==> src/rtl/dec_onehot_seq_pkg.sv <==
// ---------------------------------------------------------------------------
// dec_pkg
//   Shared types and helpers for the dec_onehot_seq decoder family.
//   - state_t : FSM states (IDLE, PULSE)
//   - CNT_W   : strobe-length counter width
//   - MAX_OUT : widest output vector any select width can address (2**8)
//   - onehot(): decode of a select against n valid outputs; zero when the
//               select is out of range
//   Optional feature macro used by the decoder: DEC_ERR_EN (err output).
// ---------------------------------------------------------------------------
package dec_pkg;

  typedef enum logic [0:0] {
    IDLE  = 1'b0,
    PULSE = 1'b1
  } state_t;

  localparam int CNT_W   = 8;
  localparam int MAX_OUT = 256;

  // Returns a MAX_OUT-wide vector; callers size-cast it down to NUM_OUT.
  // Only indices below n are ever set, so an out-of-range select gives zero.
  function automatic logic [MAX_OUT-1:0] onehot(input logic [7:0] sel, input int n);
    logic [MAX_OUT-1:0] r;
    r = '0;
    for (int i = 0; i < MAX_OUT; i++) begin
      if ((i < n) && (int'(sel) == i)) begin
        r[i] = 1'b1;
      end
    end
    return r;
  endfunction

endpackage

==> src/rtl/dec_onehot_seq_if.sv <==
// ---------------------------------------------------------------------------
// dec_onehot_seq_if
//   Bundles the decoder's control/select inputs and decoded outputs.
//   master : the block driving selects (e, mode, in_valid, a)
//   slave  : the decoder (drives in_ready, y, busy and, optionally, err)
//   Signals:
//     e        decoder enable
//     mode     0 = LEVEL, 1 = PULSE
//     in_valid select valid (PULSE mode)
//     in_ready decoder can accept a select
//     a        select, SEL_W bits
//     y        one-hot / all-zero output, NUM_OUT bits
//     busy     strobe in progress
//     err      out-of-range flag, present only when DEC_ERR_EN is defined
// ---------------------------------------------------------------------------
interface dec_onehot_seq_if #(
  parameter int SEL_W   = 2,
  parameter int NUM_OUT = 4
);
  logic               e;
  logic               mode;
  logic               in_valid;
  logic               in_ready;
  logic [SEL_W-1:0]   a;
  logic [NUM_OUT-1:0] y;
  logic               busy;
`ifdef DEC_ERR_EN
  logic               err;

  modport master (output e, mode, in_valid, a, input in_ready, y, busy, err);
  modport slave  (input e, mode, in_valid, a, output in_ready, y, busy, err);
`else
  modport master (output e, mode, in_valid, a, input in_ready, y, busy);
  modport slave  (input e, mode, in_valid, a, output in_ready, y, busy);
`endif
endinterface

==> src/rtl/dec_onehot_seq_timer.sv <==
// ---------------------------------------------------------------------------
// dec_pulse_timer
//   Down-counter that times the strobe length of the decoder's PULSE mode.
//   Ports:
//     clk      in  clock, rising edge
//     rst_n    in  asynchronous active-low reset
//     load     in  load load_val (takes priority over abort)
//     load_val in  CNT_W-bit start value (strobe length minus one)
//     abort    in  force the count to zero
//     done     out comb, 1 when the count is zero
//   Has no dependency on DEC_ERR_EN.
// ---------------------------------------------------------------------------
module dec_pulse_timer
  import dec_pkg::*;
(
  input  logic             clk,
  input  logic             rst_n,
  input  logic             load,
  input  logic [CNT_W-1:0] load_val,
  input  logic             abort,
  output logic             done
);

  logic [CNT_W-1:0] cnt_reg;
  logic [CNT_W-1:0] cnt_next;

  always_comb begin
    cnt_next = cnt_reg;
    if (load) begin
      cnt_next = load_val;
    end else if (abort) begin
      cnt_next = '0;
    end else if (cnt_reg != '0) begin
      cnt_next = cnt_reg - 1'b1;
    end
  end

  always_ff @(posedge clk or negedge rst_n) begin
    if (!rst_n) begin
      cnt_reg <= '0;
    end else begin
      cnt_reg <= cnt_next;
    end
  end

  assign done = (cnt_reg == '0);

endmodule

==> src/rtl/dec_onehot_seq.sv <==
// ---------------------------------------------------------------------------
// dec_onehot_seq
//   Registered N-to-M one-hot decoder with two modes:
//     LEVEL (mode=0): y follows e ? onehot(a) : 0 with one clock of latency.
//     PULSE (mode=1): an accepted in-range select drives a one-hot strobe for
//                     exactly PULSE_LEN cycles; dropping e aborts the strobe.
//   Parameters: SEL_W (1..8), NUM_OUT (2..2**SEL_W), PULSE_LEN (1..255).
//   Ports:
//     clk   in  clock, rising edge
//     rst_n in  asynchronous active-low reset
//     bus   dec_onehot_seq_if.slave (e, mode, in_valid, a -> in_ready, y,
//           busy, err)
//   Optional feature: DEC_ERR_EN adds the registered one-cycle err flag for
//   out-of-range selects (LEVEL with e=1, or an accepted PULSE select).
// ---------------------------------------------------------------------------
module dec_onehot_seq
  import dec_pkg::*;
#(
  parameter int SEL_W     = 2,
  parameter int NUM_OUT   = 4,
  parameter int PULSE_LEN = 1
) (
  input  logic                clk,
  input  logic                rst_n,
  dec_onehot_seq_if.slave     bus
);

  localparam logic [CNT_W-1:0] LOAD_VAL = CNT_W'(PULSE_LEN - 1);

  state_t             state_reg, state_next;
  logic [NUM_OUT-1:0] y_reg, y_next;
  logic               busy_reg, busy_next;
  logic [SEL_W-1:0]   sel_reg, sel_next;

  logic [NUM_OUT-1:0] dec_a;
  logic [NUM_OUT-1:0] dec_sel;
  logic               a_in_range;
  logic               accept;
  logic               timer_load;
  logic               timer_abort;
  logic               timer_done;

  // An in-range select always decodes to a single set bit, so range checking
  // falls out of the decode itself rather than a separate comparator.
  assign dec_a      = NUM_OUT'(onehot(8'(bus.a), NUM_OUT));
  assign dec_sel    = NUM_OUT'(onehot(8'(sel_reg), NUM_OUT));
  assign a_in_range = |dec_a;

  assign bus.in_ready = (state_reg == IDLE);
  assign accept       = (state_reg == IDLE) && bus.mode && bus.in_valid && bus.e;

`ifdef DEC_ERR_EN
  logic err_reg, err_next;
`endif

  always_comb begin
    state_next  = state_reg;
    y_next      = '0;
    busy_next   = 1'b0;
    sel_next    = sel_reg;
    timer_load  = 1'b0;
    timer_abort = 1'b0;
`ifdef DEC_ERR_EN
    err_next    = 1'b0;
`endif
    unique case (state_reg)
      IDLE: begin
        if (!bus.mode) begin
          y_next = bus.e ? dec_a : '0;
`ifdef DEC_ERR_EN
          err_next = bus.e && !a_in_range;
`endif
        end else if (accept) begin
          if (a_in_range) begin
            sel_next   = bus.a;
            y_next     = dec_a;
            busy_next  = 1'b1;
            timer_load = 1'b1;
            state_next = PULSE;
          end
`ifdef DEC_ERR_EN
          else begin
            err_next = 1'b1;
          end
`endif
        end
      end
      PULSE: begin
        if (!bus.e) begin
          // Abort: strobe remainder is discarded and the timer cleared.
          timer_abort = 1'b1;
          state_next  = IDLE;
        end else if (timer_done) begin
          state_next = IDLE;
        end else begin
          y_next    = dec_sel;
          busy_next = 1'b1;
        end
      end
      default: begin
        state_next = IDLE;
      end
    endcase
  end

  always_ff @(posedge clk or negedge rst_n) begin
    if (!rst_n) begin
      state_reg <= IDLE;
      y_reg     <= '0;
      busy_reg  <= 1'b0;
      sel_reg   <= '0;
    end else begin
      state_reg <= state_next;
      y_reg     <= y_next;
      busy_reg  <= busy_next;
      sel_reg   <= sel_next;
    end
  end

`ifdef DEC_ERR_EN
  always_ff @(posedge clk or negedge rst_n) begin
    if (!rst_n) begin
      err_reg <= 1'b0;
    end else begin
      err_reg <= err_next;
    end
  end
  assign bus.err = err_reg;
`endif

  assign bus.y    = y_reg;
  assign bus.busy = busy_reg;

  dec_pulse_timer u_timer (
    .clk      (clk),
    .rst_n    (rst_n),
    .load     (timer_load),
    .load_val (LOAD_VAL),
    .abort    (timer_abort),
    .done     (timer_done)
  );

endmodule

==> src/flat_wrapper.sv <==
// flat-port wrapper written by rule: the top's interface ports become plain ports
module dec_onehot_seq_flat import dec_pkg::*;
#(
  parameter int SEL_W     = 2,
  parameter int NUM_OUT   = 4,
  parameter int PULSE_LEN = 1
)
  (clk, rst_n, bus_e, bus_mode, bus_in_valid, bus_a, bus_in_ready, bus_y, bus_busy);
  dec_onehot_seq_if #(.SEL_W(SEL_W), .NUM_OUT(NUM_OUT)) bus_i ();
  input  logic clk;
  input  logic rst_n;
  input wire logic [$bits(bus_i.e)-1:0] bus_e;
  input wire logic [$bits(bus_i.mode)-1:0] bus_mode;
  input wire logic [$bits(bus_i.in_valid)-1:0] bus_in_valid;
  input wire logic [$bits(bus_i.a)-1:0] bus_a;
  output wire logic [$bits(bus_i.in_ready)-1:0] bus_in_ready;
  output wire logic [$bits(bus_i.y)-1:0] bus_y;
  output wire logic [$bits(bus_i.busy)-1:0] bus_busy;
  assign bus_i.e = bus_e;
  assign bus_i.mode = bus_mode;
  assign bus_i.in_valid = bus_in_valid;
  assign bus_i.a = bus_a;
  assign bus_in_ready = bus_i.in_ready;
  assign bus_y = bus_i.y;
  assign bus_busy = bus_i.busy;
  dec_onehot_seq #(.SEL_W(SEL_W), .NUM_OUT(NUM_OUT), .PULSE_LEN(PULSE_LEN)) u_core (.clk(clk), .rst_n(rst_n), .bus(bus_i));
endmodule
==> config.mk <==
export PLATFORM = sky130hd
export DESIGN_NAME = dec_onehot_seq_flat
export DESIGN_NICKNAME = d
export VERILOG_FILES = /design/src/rtl/dec_onehot_seq_pkg.sv /design/src/rtl/dec_onehot_seq_if.sv /design/src/rtl/dec_onehot_seq_timer.sv /design/src/rtl/dec_onehot_seq.sv /design/src/flat_wrapper.sv
export SDC_FILE = /design/constraint.sdc
export NUM_CORES = 1
export LEC_CHECK = 0
export ABC_AREA = 1
export CORE_UTILIZATION = 25
export DETAILED_ROUTE_END_ITERATION = 7
export PLACE_DENSITY = 0.44
export SKIP_CTS_REPAIR_TIMING = 1
export SLEW_MARGIN = 10
export SYNTH_ARGS = -nofsm -noshare
export SYNTH_HDL_FRONTEND = slang
export SYNTH_SLANG_ARGS = --single-unit
==> constraint.sdc <==
create_clock -name clk -period 1.75 [get_ports clk]
set_input_delay 0.35 -clock clk [delete_from_list [all_inputs] [get_ports clk]]
set_output_delay 0.35 -clock clk [all_outputs]
set_load 0.01 [all_outputs]
[Yosys cells after proc, flatten, opt, wreduce, memory -nomap -nowiden]
Cells that the tools add are included.
Storage, ports and cells
  bits in registers: 15
Operators by class
  add/subtract/negate cells: 1
  eq/ne operators: 6
  muxes and demuxes: 27
  bitwise operators: 1
  reductions and logical operators: 10
Operators with widths (count)
  two-way mux 4 bit: 6
  two-way mux 8 bit: 3
  two-way mux 1 bit: 16
  == test 2 bit (second input constant): 4
  logical NOT 8 bit: 1
  case mux 4 bit (2 select lines): 1
  nonzero test 8 bit: 1
  subtractor 8 x 1 -> 8 bit (second input constant): 1
  == test 2 x 1 -> 1 bit (second input constant): 2
  logical NOT 2 bit: 2
  AND reduction 4 bit: 1
  OR reduction 4 bit: 1
  logical AND 1 bit: 3
  nonzero test 3 bit: 1
  case mux 1 bit (2 select lines): 1
  inverter 1 bit: 1

[Depth between registers and ports, before layout]
  depth in word-level cells: 8
  mapped depth: 7
  mapped depth without buffers: 7

[Cells and area by module]
From an unflattened synthesis, not the netlist that was laid out.
Unflattened totals
  cells, all modules: 120
  area total of the unflattened synthesis: 945.9 sq um
By module, submodules not included
  dec_pulse_timer: instances 1, cells each 80, area each 611.8 sq um, seq. area each 200.2 sq um
  dec_onehot_seq: instances 1, cells each 40, area each 334.1 sq um, seq. area each 175.2 sq um

[Least setup slack after synthesis]
OpenSTA, ideal clock, no wires.
  kind: register to register
  from: register u_core.u_timer.cnt_reg[0]
  to: register u_core.u_timer.cnt_reg[7]
  setup time: 0.116 ns
  arrival: 1.112 ns
  setup slack: 0.522 ns
  cell stages (with the launch flop): 8
  path buffers: 0
  cells stage by stage: dfrtp_1 inv_1 ha_1 nand2_1 nor2_8 inv_4 a21oi_2 nor2_1
Between the ends
  cells in the longest elaborated chain, start to end: 4
RTL lines
  from (decl): line dec_onehot_seq_timer.sv:24  | logic [CNT_W-1:0] cnt_reg;
  from (signal assigned): line dec_onehot_seq_timer.sv:42  | cnt_reg <= cnt_next;
  subtractor 8 x 1 -> 8 bit: line dec_onehot_seq_timer.sv:34  | cnt_next = cnt_reg - 1'b1;
  two-way mux 8 bit: line dec_onehot_seq_timer.sv:33  | end else if (cnt_reg != '0) begin
  two-way mux 8 bit: line dec_onehot_seq_timer.sv:31  | end else if (abort) begin
  two-way mux 8 bit: line dec_onehot_seq_timer.sv:29  | if (load) begin
Parallel ways exist; a longest one is shown, timed or not. The select of a mux whose other input is x is not followed.
A chain may end at the register's enable or synchronous reset.

==> results by group <==
Outcome
  – Run status: finished clean

Clocking
  – Clock Latency Late Sink: 0.28 ns
  – Clk pin slew, worst setup/hold paths: 0.09 ns
  – Worst-case clock buffer depth: 2
  – Htree depth: 1
  – CTS tree: done
  – Total clock sinks: 15
  – Root buffer cell: clkbuf_4
  – Num CTS Buffers: 3

Global routing
  – Vias in the first global route: 776
  – GR Overflow Total: 0
  – Initial antenna violation count: 0
  – Largest net degree at the start of global routing: 16
  – Total GRT Usage: 10.9%
  – First-pass GRT wire length: 3330 um

Place
  – GPL Wtd Cong: 0.696
  – Cell Area, Placed: 1100 um2
  – Detailed placer's ending HPWL: 1470 um
  – IO Port Bufs: 12
  – Placed Cells: 174
  – Setup Slack @ Placement: 0.0672 ns

Routing
  – DR pass1 iterations: 4
  – Final wirelength: 1860 um
  – Routed vias: 772
  – Post-DR vias/cell: 4.34
  – Starting DRT DRC Count: 38
  – Antenna-violating nets left: 0
  – Residual DRC: 0
  – Routed wire per std cell: 10.4 um

Synthesis
  – Ys Warns: 0
  – Syn nets: 123
  – Synth area leaders: dfrtp_1 (41%), nand2_1 (12%), nand4_1 (6.9%)
  – Syn avg cell area: 7.96 um2
  – Yosys cell types: 20
  – Post-synthesis sequential area ratio: 41.4%
  – Netlist Area Pre-Place: 907 um2
  – Area leader, netlist: dfrtp_1
  – Syn Inst Count: 114
  – Flops & latches, synth: 15
  – Post-synth top area share: 41.4%

Final layout
  – Final cell count without fillers: 178
  – Most frequent cells in the layout: nand2_1 (28), inv_1 (16), dfrtp_1 (14)
  – Fin area: 1130 um2
  – Layout cells sized above 1: 18.2%
  – Nets: 142
  – Max FFs per register: 8
  – Area growth syn-to-layout: 24.6%
  – Commonest non-fill, non-tap cell in the layout: nand2_1
  – Antenna Diode Count: 0

Job
  – Max_cap viols: 0

Timing
  – Final hold vios: 0
  – RSZ-0062 raised after global routing: no
  – Min Tclk post-route: 1.62 ns
  – Slew HR: 84.6%
  – Setup WS post-layout: 0.127 ns
  – Fin Clk Skew: 0.00311 ns
  – Fmax: 616 MHz
  – Worst Tran Pin Value: 0.232 ns
  – Fin. max-slew vios: 0
  – Tcrit/Tclk final: 92.8%
  – Final setup viols: 0

Power
  – Pwr/cell area: 1340 nW/um2
  – Leakage: 0.572 nW
  – VDD IR-drop max: 0.000303 V
  – Total power draw: 1.52 mW

Setup path
  – Crit start category: flip-flop
  – Critical Path RT: 1.40 ns
  – Crit path largest cell delay: 0.56 ns
  – Crit-path cells: clkdlybuf4s50_1
  – CP arrival: 1.27 ns
  – CP max-delay cell: clkdlybuf4s50_1
  – Worst path bufs/invs: 1
  – Nature of the critical path endpoint: output port
  – Worst setup path class: reg -> out
  – CP top delay family: buffers and inverters
  – Worst-path maximum fanout: 5

Die
  – I/O pins: 13
  – Initial core utilization: 26.6%
  – Die ar.: 3870 um2
  – DIE HEIGHT: 62.2 um
  – Core region area: 3420 um2
  – Rows: 21
  – Die width: 62.2 um

Hold path
  – Min-Delay Path Class: in -> async
-- metrics by stage --
stage                     hold slack [ns]  util [%]  TNS [ns]
after floorplan                    0.0544         -         0
after global placement              0.491      32.2         0
after detailed placement            0.501      32.2         0
after CTS                           0.386      33.0  -0.00631
after global routing                0.412      33.1         0
final                               0.388      33.1         0
-- cell families after synthesis --
| kind of cell | after synthesis | share of synthesized area, % |
|---|---|---|
| AND/OR/NAND/NOR | 69 | 39.9 |
| buffers and inverters | 19 | 8.55 |
| flip-flops | 15 | 41.4 |
| AO/OA/AOI/OAI | 8 | 6.48 |
| adder cells (fa/ha/maj) | 2 | 2.76 |
| XOR/XNOR | 1 | 0.966 |
-- synth_stat cells --
cell,n
nand2_1,28
inv_1,16
dfrtp_1,15
nor2_1,13
nand4_1,10
nand3_1,8
o21ai_2,4
nor2_2,3
nor2_4,3
ha_1,2
nand2_4,2
o21ai_1,2
a21oi_2,1
buf_4,1
inv_2,1
inv_4,1
nand3_2,1
nor2_8,1
o21ai_0,1
xor2_1,1
-- final timing paths --
check,endpoint,cells past startpoint,start,slack (ns)
setup / recovery,bus_busy,1,u_core.state_reg,0.13
hold / removal,u_core.u_timer.cnt_reg[7],2,rst_n,0.39
setup reg to reg,u_core.bus.y[1],7,u_core.u_timer.cnt_reg[0],0.38
hold reg to reg,u_core.u_timer.cnt_reg[0],2,u_core.u_timer.cnt_reg[0],0.52
max in group asynchronous,u_core.state_reg,2,rst_n,1.17
min in group clk,u_core.u_timer.cnt_reg[0],2,u_core.u_timer.cnt_reg[0],0.52
-- where the power goes --
part | internal [mW] | total, mW | switching, mW | leakage (nW)
sequential | 0.453 | 0.561 | 0.107 | 0.192
clock | 0.0883 | 0.198 | 0.110 | 0.0150
combinational | 0.294 | 0.759 | 0.465 | 0.365
total | 0.836 | 1.52 | 0.682 | 0.572
-- routing by layer --
metal	routed length [um]	track usage (%)	share of wire [%]	vias up
li1	-	-	-	398
met3	79	2.21	4.3	2
met4	12	5.23	0.65	0
met2	878	17.6	47	13
met5	0	0	0	-
met1	885	13.9	48	359
-- area by class of cell --
class                           count  area, um2
Clock buffer                        4       26.3
Fill cell                         375       2290
Inverter                           18       70.1
Multi-Input combinational cell     80        454
Sequential cell                    15        377
Tap cell                           46       57.6
Timing Repair Buffer               15        145
(Power assumes the default switching activity.)
